File: src/rtl/mau_pkg.sv
// Shared op-code constants, FSM state encoding and op decode helpers for mem_access_unit.
package mau_pkg;

  localparam logic [3:0] OP_LB  = 4'd0;
  localparam logic [3:0] OP_LH  = 4'd1;
  localparam logic [3:0] OP_LW  = 4'd2;
  localparam logic [3:0] OP_LBU = 4'd4;
  localparam logic [3:0] OP_LHU = 4'd5;
  localparam logic [3:0] OP_SB  = 4'd8;
  localparam logic [3:0] OP_SH  = 4'd9;
  localparam logic [3:0] OP_SW  = 4'd10;

  typedef enum logic [1:0] {
    ST_IDLE   = 2'd0,
    ST_ACCESS = 2'd1,
    ST_MERGE  = 2'd2,
    ST_RESP   = 2'd3
  } mau_state_e;

  function automatic logic op_is_load(input logic [3:0] op);
    return (op == OP_LB) || (op == OP_LH) || (op == OP_LW) ||
           (op == OP_LBU) || (op == OP_LHU);
  endfunction

  function automatic logic op_is_store(input logic [3:0] op);
    return (op == OP_SB) || (op == OP_SH) || (op == OP_SW);
  endfunction

  function automatic logic op_is_legal(input logic [3:0] op);
    return op_is_load(op) || op_is_store(op);
  endfunction

  function automatic logic op_is_subword_store(input logic [3:0] op);
    return (op == OP_SB) || (op == OP_SH);
  endfunction

  function automatic logic op_misaligned(input logic [3:0] op, input logic [1:0] lo);
    logic w_half;
    logic w_word;
    w_half = (op == OP_LH) || (op == OP_LHU) || (op == OP_SH);
    w_word = (op == OP_LW) || (op == OP_SW);
    return (w_half && lo[0]) || (w_word && (lo != 2'b00));
  endfunction

endpackage

File: src/rtl/mau_lane.sv
// Combinational lane logic: load extract/extend and sub-word store merge.
module mau_lane
  import mau_pkg::*;
(
  input  logic [3:0]  i_op,
  input  logic [1:0]  i_addr_lo,
  input  logic [31:0] i_word,
  input  logic [31:0] i_wdata,
  output logic [31:0] o_load,
  output logic [31:0] o_store
);

  logic [4:0]  w_bsh;
  logic [4:0]  w_hsh;
  logic [7:0]  w_byte;
  logic [15:0] w_half;

  always_comb begin
    w_bsh  = {i_addr_lo, 3'b000};
    w_hsh  = {i_addr_lo[1], 4'b0000};
    w_byte = 8'(i_word >> w_bsh);
    w_half = 16'(i_word >> w_hsh);

    case (i_op)
      OP_LB:   o_load = {{24{w_byte[7]}}, w_byte};
      OP_LBU:  o_load = {24'd0, w_byte};
      OP_LH:   o_load = {{16{w_half[15]}}, w_half};
      OP_LHU:  o_load = {16'd0, w_half};
      OP_LW:   o_load = i_word;
      default: o_load = '0;
    endcase

    case (i_op)
      OP_SB:   o_store = (i_word & ~(32'h0000_00FF << w_bsh)) |
                         ({24'd0, i_wdata[7:0]} << w_bsh);
      OP_SH:   o_store = (i_word & ~(32'h0000_FFFF << w_hsh)) |
                         ({16'd0, i_wdata[15:0]} << w_hsh);
      OP_SW:   o_store = i_wdata;
      default: o_store = i_word;
    endcase
  end

endmodule

File: src/rtl/mem_access_unit.sv
// Load/store initiator for a word-only data memory with sub-word read-modify-write.
// Define MAU_TRACE_EN to print memory write and fault trace lines.
module mem_access_unit
  import mau_pkg::*;
#(
  parameter int unsigned ADDR_BITS = 12
) (
  input  logic        mau_clk,
  input  logic        mau_reset,
  input  logic [31:0] mau_pc,
  input  logic        mau_req_valid,
  output logic        mau_req_ready,
  input  logic [3:0]  mau_op,
  input  logic [31:0] mau_addr,
  input  logic [31:0] mau_wdata,
  output logic        mau_done,
  output logic [31:0] mau_rdata,
  output logic        mau_exc,
  output logic [31:0] mau_mem_addr,
  output logic        mau_mem_we,
  output logic [31:0] mau_mem_wdata,
  input  logic [31:0] mau_mem_rdata
);

  mau_state_e  r_state;
  logic [3:0]  r_op;
  logic [31:0] r_addr;
  logic [31:0] r_wdata;
  logic [31:0] r_old;
  logic [31:0] r_rdata;
  logic        r_exc;
  logic        r_done;
  logic        r_ready;
  logic        r_mem_we;
`ifdef MAU_TRACE_EN
  logic [31:0] r_pc;
`endif

  logic        w_range_fault;
  logic        w_fault;
  logic        w_busy;
  logic [31:0] w_lane_word;
  logic [31:0] w_load;
  logic [31:0] w_store;

  assign w_range_fault = (mau_addr >> ADDR_BITS) != 32'd0;
  assign w_fault       = !op_is_legal(mau_op) || op_misaligned(mau_op, mau_addr[1:0]) ||
                         w_range_fault;
  assign w_busy        = (r_state == ST_ACCESS) || (r_state == ST_MERGE);

  // In MERGE the lane works on the old word latched during ACCESS.
  assign w_lane_word   = (r_state == ST_MERGE) ? r_old : mau_mem_rdata;

  mau_lane u_lane (
    .i_op      (r_op),
    .i_addr_lo (r_addr[1:0]),
    .i_word    (w_lane_word),
    .i_wdata   (r_wdata),
    .o_load    (w_load),
    .o_store   (w_store)
  );

  assign mau_req_ready = r_ready;
  assign mau_done      = r_done;
  assign mau_rdata     = r_rdata;
  assign mau_exc       = r_exc;
  assign mau_mem_we    = r_mem_we;
  assign mau_mem_addr  = w_busy ? {r_addr[31:2], 2'b00} : 32'd0;
  assign mau_mem_wdata = r_mem_we ? w_store : 32'd0;

  always_ff @(posedge mau_clk or posedge mau_reset) begin
    if (mau_reset) begin
      r_state  <= ST_IDLE;
      r_op     <= '0;
      r_addr   <= '0;
      r_wdata  <= '0;
      r_old    <= '0;
      r_rdata  <= '0;
      r_exc    <= 1'b0;
      r_done   <= 1'b0;
      r_ready  <= 1'b1;
      r_mem_we <= 1'b0;
`ifdef MAU_TRACE_EN
      r_pc     <= '0;
`endif
    end else begin
      r_done  <= 1'b0;
      r_exc   <= 1'b0;
      r_rdata <= '0;
      case (r_state)
        ST_IDLE: begin
          if (mau_req_valid) begin
            r_op    <= mau_op;
            r_addr  <= mau_addr;
            r_wdata <= mau_wdata;
            r_ready <= 1'b0;
`ifdef MAU_TRACE_EN
            r_pc    <= mau_pc;
`endif
            if (w_fault) begin
              r_state <= ST_RESP;
              r_done  <= 1'b1;
              r_exc   <= 1'b1;
`ifdef MAU_TRACE_EN
              $display("@%h:fault %h", mau_pc, mau_addr);
`endif
            end else begin
              r_state  <= ST_ACCESS;
              r_mem_we <= (mau_op == OP_SW);
            end
          end
        end
        ST_ACCESS: begin
          if (op_is_subword_store(r_op)) begin
            r_old    <= mau_mem_rdata;
            r_mem_we <= 1'b1;
            r_state  <= ST_MERGE;
          end else begin
`ifdef MAU_TRACE_EN
            if (r_mem_we) begin
              $display("@%h:*%h<=%h", r_pc, {r_addr[31:2], 2'b00}, w_store);
            end
`endif
            r_mem_we <= 1'b0;
            r_rdata  <= op_is_load(r_op) ? w_load : 32'd0;
            r_done   <= 1'b1;
            r_state  <= ST_RESP;
          end
        end
        ST_MERGE: begin
`ifdef MAU_TRACE_EN
          $display("@%h:*%h<=%h", r_pc, {r_addr[31:2], 2'b00}, w_store);
`endif
          r_mem_we <= 1'b0;
          r_done   <= 1'b1;
          r_state  <= ST_RESP;
        end
        ST_RESP: begin
          r_ready <= 1'b1;
          r_state <= ST_IDLE;
        end
        default: begin
          r_mem_we <= 1'b0;
          r_ready  <= 1'b1;
          r_state  <= ST_IDLE;
        end
      endcase
    end
  end

endmodule

File: config.mk
export PLATFORM = sky130hd
export DESIGN_NAME = mem_access_unit
export DESIGN_NICKNAME = d
export VERILOG_FILES = /design/src/rtl/mau_pkg.sv /design/src/rtl/mau_lane.sv /design/src/rtl/mem_access_unit.sv
export SDC_FILE = /design/constraint.sdc
export NUM_CORES = 1
export LEC_CHECK = 0
export BUFFER_PORTS_ARGS = -buffer_cell sky130_fd_sc_hd__buf_2
export CAP_MARGIN = 10
export CORE_ASPECT_RATIO = 0.6
export CORE_MARGIN = 2
export CORE_UTILIZATION = 25
export CTS_CLUSTER_DIAMETER = 200
export DETAILED_ROUTE_END_ITERATION = 12
export GPL_ROUTABILITY_DRIVEN = 0
export PLACE_DENSITY_LB_ADDON = 0.25
export SKIP_CTS_REPAIR_TIMING = 1
export SLEW_MARGIN = 20
export SYNTH_ARGS = -nofsm -noshare
export SYNTH_HDL_FRONTEND = slang
export SYNTH_SLANG_ARGS = --single-unit
File: constraint.sdc
create_clock -name mau_clk -period 8.9 [get_ports mau_clk]
set_input_delay 1.335 -clock mau_clk [delete_from_list [all_inputs] [get_ports mau_clk]]
set_output_delay 1.335 -clock mau_clk [all_outputs]
set_load 0.01 [all_outputs]
# Word level (Yosys, flattened, before mapping)
# Index checks and enable logic that the tools add are counted.
# Widths: inputs -> output; s select.
dict set report totals {
  out_inout_bits 100
  elab_cells 97
  register_bits 138
}
dict set report op_classes {
  muxes 23
  reduce_logical 33
  eq_ne 19
  n_shift 6
  bitwise_logic 6
}
# op count
set op_table {}
lappend op_table {{$mux 32} 6}
lappend op_table {{$pmux 32 s5} 1}
lappend op_table {{$pmux 32 s3} 1}
lappend op_table {{$and 32x32->32} 2}
lappend op_table {{$not 32->32} 2}
lappend op_table {{$or 32x32->32} 2}
lappend op_table {{$reduce_bool 32->1} 1}
lappend op_table {{$shl 16x5->32} 1}
lappend op_table {{$shl 16x5->32 const A} 1}
lappend op_table {{$shl 8x5->32} 1}
lappend op_table {{$shl 8x5->32 const A} 1}
lappend op_table {{$shr 32x5->16} 1}
lappend op_table {{$shr 32x5->8} 1}
lappend op_table {{$eq 4x4->1 const B} 6}
lappend op_table {{$logic_or 1x1->1} 19}
lappend op_table {{$eq 4x3->1 const B} 4}
lappend op_table {{$mux 1} 9}
lappend op_table {{$eq 4x1->1 const B} 2}
lappend op_table {{$eq 4x2->1 const B} 2}
lappend op_table {{$logic_not 4->1} 2}
lappend op_table {{$pmux 2 s4} 1}
lappend op_table {{$pmux 1 s3} 2}
lappend op_table {{$reduce_and 2->1} 3}
lappend op_table {{$eq 2x2->1 const B} 2}
lappend op_table {{other kinds (10)} 14}

# Depth between registers and ports, before layout
dict set report depth {
  depth_word 12
  mapped_depth 7
}

# Hierarchy
# From an unflattened synthesis, not the netlist that was laid out.
dict set report hier_totals {
  hier_cells 751
  hier_area_um2 8205.4
}
# module cells_per_inst instances seq_area_each_um2 area_per_inst_um2
set by_module_without_submodules {}
lappend by_module_without_submodules {mem_access_unit 431 1 3454.6 5987.0}
lappend by_module_without_submodules {mau_lane 320 1 0.0 2218.4}

# Worst setup path after synthesis
# Ideal clock, no wire load.
dict set report synth_path {
  path_kind {input port to output port}
  startpoint {in mau_mem_rdata[30]}
  endpoint {out mau_mem_wdata[30]}
  path_stages 4
  arrival_time_ns 2.051
  path_slack_ns 5.514
  cell_sequence {mux2_2 -> a21oi_1 -> or3_1 -> a31oi_1}
}
dict set report synth_between {
  elab_chain_len 5
}
# element line_no
set synth_lines {}
lappend synth_lines {{start: declaration} mem_access_unit.sv:22} ;# input logic [31:0] mau_mem_rdata
lappend synth_lines {{$mux 32 *} mem_access_unit.sv:52} ;# assign w_lane_word = (r_state == ST_MERGE) ? r_old : mau_mem_rdata;
lappend synth_lines {{$and 32x32->32, on equally long branches} {mau_lane.sv:36, mau_lane.sv:34}}
lappend synth_lines {{$or 32x32->32, on equally long branches} {mau_lane.sv:36, mau_lane.sv:34}}
lappend synth_lines {{$pmux 32 s3 *} mau_lane.sv:33} ;# case (i_op)
lappend synth_lines {{$mux 32 *} mem_access_unit.sv:69} ;# assign mau_mem_wdata = r_mem_we ? w_store : 32'd0;
lappend synth_lines {{end: declaration} mem_access_unit.sv:21} ;# output logic [31:0] mau_mem_wdata,
# Mark *: on every way between the ends. The rest lies on a longest branch, timed or not.

# Worst setup path in the final report
dict set report layout_path {
  startpoint {reg r_op[0]}
  endpoint {out mau_mem_wdata[6]}
}
dict set report layout_between {
  elab_chain_len 3
}
# element line_no
set layout_lines {}
lappend layout_lines {{start: declaration} mem_access_unit.sv:26} ;# logic [3:0] r_op;
lappend layout_lines {{start signal: assignment} mem_access_unit.sv:93} ;# r_op <= mau_op;
lappend layout_lines {{$eq 4x4->1} mau_lane.sv:33}
lappend layout_lines {{$pmux 32 s3 *} mau_lane.sv:33}
lappend layout_lines {{$mux 32 *} mem_access_unit.sv:69}
# Marks and branches as above.

==> metrics.csv <==
metric,value,unit
syn_avg_cell_area,12.09,µm²
status,completed,
first_global_vias,6031,
wirelength,26220,µm
ys.flop_type,dfrtp_1,
tns,0,ns
remaining_drc_errors,0,
finalWorstSetupSlack,4.092,ns
layoutNonFillerInstCount,1228,
clockRootBuffer,clkbuf_16,
hold_path_startpoint,r_addr[13],
grt_first_pass_wirelength,39310,µm
arrival,3.47,ns
first_iter_violations,484,
avgViaCountPerCell,4.862,
antenna_found_initial,1,
slew_viol_final,0,
overflow,0,
seqPwrFrac,0.326,
dr_total_vias,5971,
io_buffers,200,
whs_endpoint,r_addr[13],
fp.dieH,138.9,µm
power.share.clock,0.196,
synth.distinct_cells,60,
p_int,2.017,mW
maxSlewHeadroom,0.2193,
cts_sinks,138,
power.leakage,4.193,nW
cts_buffers,17,
max_freq,0.2080,GHz
setup-violations-final,0,
grt_max_degree,73,
hpwlAfterDp,19620,µm
cts.clk_slew.worst_paths,0.06,ns
synth_area,7582,µm²
path_max_fanout,22,
core,29920,µm²
io_pins,235,
r2r_slack,6.03,ns
dp_slack,4.672,ns
nets,945,
worstHoldPathCells,1,
place_inst,1195,
hold_viol_final,0,
ys.warnings.count,0,
timing.final.crit_share,0.5402,
power_density,363.9,nW/µm²
reg2reg_to,mau_mem_we,
p_switching,1.413,mW
area_delta_synth_final,24.32,%
die_w,228.8,µm
wire_per_inst,21.35,µm
rows,49,
syn_inst,627,
rr_startpoint,r_state[0],
max_cap_violations,0,
cts-htree-levels,4,
endpoint_kind,output pin,
required,7.57,ns
peakVddDrop,156.1,µV
drive_gt1_frac,0.5006,
holdCritPathClass,flop to flop,
ys_seq_area_frac,0.4556,
clockBufferDepth,2,
worst_slew_pin_slew,1.171,ns
rsz0062_at_grt,false,
skew,0.009895,ns
ant_nets,0,
die-area,31780,µm²
layout_min_cycle_time,4.808,ns
async_reset_ff_frac,1.000,
p_sw_frac,0.4120,
start_util,0.2534,
grt_usage,0.1673,
clock_latency,0.44,ns
synth_edf_count,0,
reg2reg_depth,6,
cts_tree,done,
timing.hold.ws,0.4970,ns
setup.worst_path.start_class,flop,
worst-setup-path-type,flop to output pin,
power.share.combinational,0.477,
drt-pass1-iter-count,4,
ys_seq_elements,138,
-- worst max-delay path by stage --
stage	start	to	cells past startpoint
floorplan	mau_reset	mau_done	1
global placement	r_op[0]	mau_mem_wdata[6]	5
detailed placement	r_op[0]	mau_mem_wdata[6]	5
CTS	r_op[0]	mau_mem_wdata[6]	5
global route	r_op[0]	mau_mem_wdata[6]	5
finish	r_op[0]	mau_mem_wdata[6]	5
-- kinds of logic after synthesis --
kind of cell / after synthesis / synth area share
other: 1 / 0.0004946
multiplexers: 160 / 0.2607
AND/OR/NAND/NOR: 110 / 0.08730
adder cells (fa/ha/maj): 4 / 0.006601
buffers and inverters: 60 / 0.04554
flip-flops: 138 / 0.4556
AO/OA/AOI/OAI: 154 / 0.1437
-- area by class of cell --
type / count / area [µm²]
Clock inverter: 12 / 102.6
Multi-Input combinational cell: 430 / 3812
Sequential cell: 138 / 3455
Tap cell: 408 / 510.5
Fill cell: 3151 / 20490
Clock buffer: 20 / 436.7
Antenna cell: 1 / 2.502
Timing Repair Buffer: 208 / 1061
Inverter: 11 / 46.29
-- through the flow --
| step | cell area (µm²) | power [mW] | util |
|---|---|---|---|
| 4_1_cts | 9424 | 3.448 | 0.3150 |
| 5_1_grt | 9424 | 3.652 | 0.3150 |
| 6_report | 9427 | 3.430 | 0.3151 |
| 3_3_place_gp | 8885 | 2.738 | 0.2970 |
| 3_5_place_dp | 8885 | 2.760 | 0.2970 |
| 2_1_floorplan | 7586 | 2.248 | - |
-- flip-flops by register name (all words and copies together), names as in the netlist --
| name | flops |
|---|---|
| r_wdata | 32 |
| r_state | 2 |
| mau_done | 1 |
| mau_exc | 1 |
| mau_req_ready | 1 |
| mau_mem_we | 1 |
| r_op | 4 |
| r_old | 32 |
| r_addr | 32 |
| mau_rdata | 32 |
-- cell usage after synthesis, types with 10 or more instances --
cell | n | area (µm²)
mux2_2 | 127 | 1430
a21boi_0 | 13 | 97.59
a21oi_2 | 12 | 105.1
a21oi_1 | 20 | 100.1
a32oi_1 | 23 | 201.4
nand2_1 | 34 | 127.6
mux4_2 | 16 | 360.4
inv_1 | 11 | 41.29
o21ai_0 | 35 | 175.2
and2_1 | 31 | 193.9
clkbuf_1 | 10 | 37.54
mux2i_1 | 16 | 160.2
buf_2 | 22 | 110.1
dfrtp_1 | 137 | 3428
-- cells in the final DEF, fill, tap and decap left out, types with 3 or more instances in the layout --
master / count
clkbuf_16: 17
a32oi_1: 23
mux4_2: 16
ha_1: 3
a21oi_2: 12
nand3_1: 4
inv_1: 10
a22o_1: 6
buf_2: 200
nand2_1: 33
a31oi_1: 8
and2_1: 31
a22oi_1: 7
clkinvlp_4: 4
a21oi_1: 20
dfrtp_1: 137
clkbuf_1: 3
a21boi_1: 4
o311a_1: 8
mux2_2: 127
nor4_1: 7
nand2b_1: 5
buf_4: 8
o22ai_1: 7
mux2i_1: 16
nor2_1: 8
nor3b_2: 3
a21boi_0: 13
o21ai_0: 35
clkinv_2: 5
-- layer usage --
layer	part of all wire	track usage	vias to the layer above
li1	-	-	2729
met1	0.52	0.2597	3015
met2	0.40	0.2233	203
met3	0.066	0.04544	22
met4	0.012	0.04477	2
met5	0.00050	0	-
-- power by group through the flow --
stage / sequential (mW) / clock, mW / combinational (mW)
finish: 1.12 / 0.673 / 1.64
global route: 1.15 / 0.721 / 1.78
CTS: 1.11 / 0.693 / 1.64
detailed placement: 1.13 / 0 / 1.63
global placement: 1.11 / 0 / 1.62
floorplan: 1.03 / 0 / 1.22
-- critical path, stage by stage (launching register included) --
cell and delay [ns]:
dfrtp_1 0.64, nand2b_1 0.68, a21oi_1 1.11, o21ai_0 0.20, o311a_1 0.23, buf_2 0.17
Power figures use the tool's default switching activity.
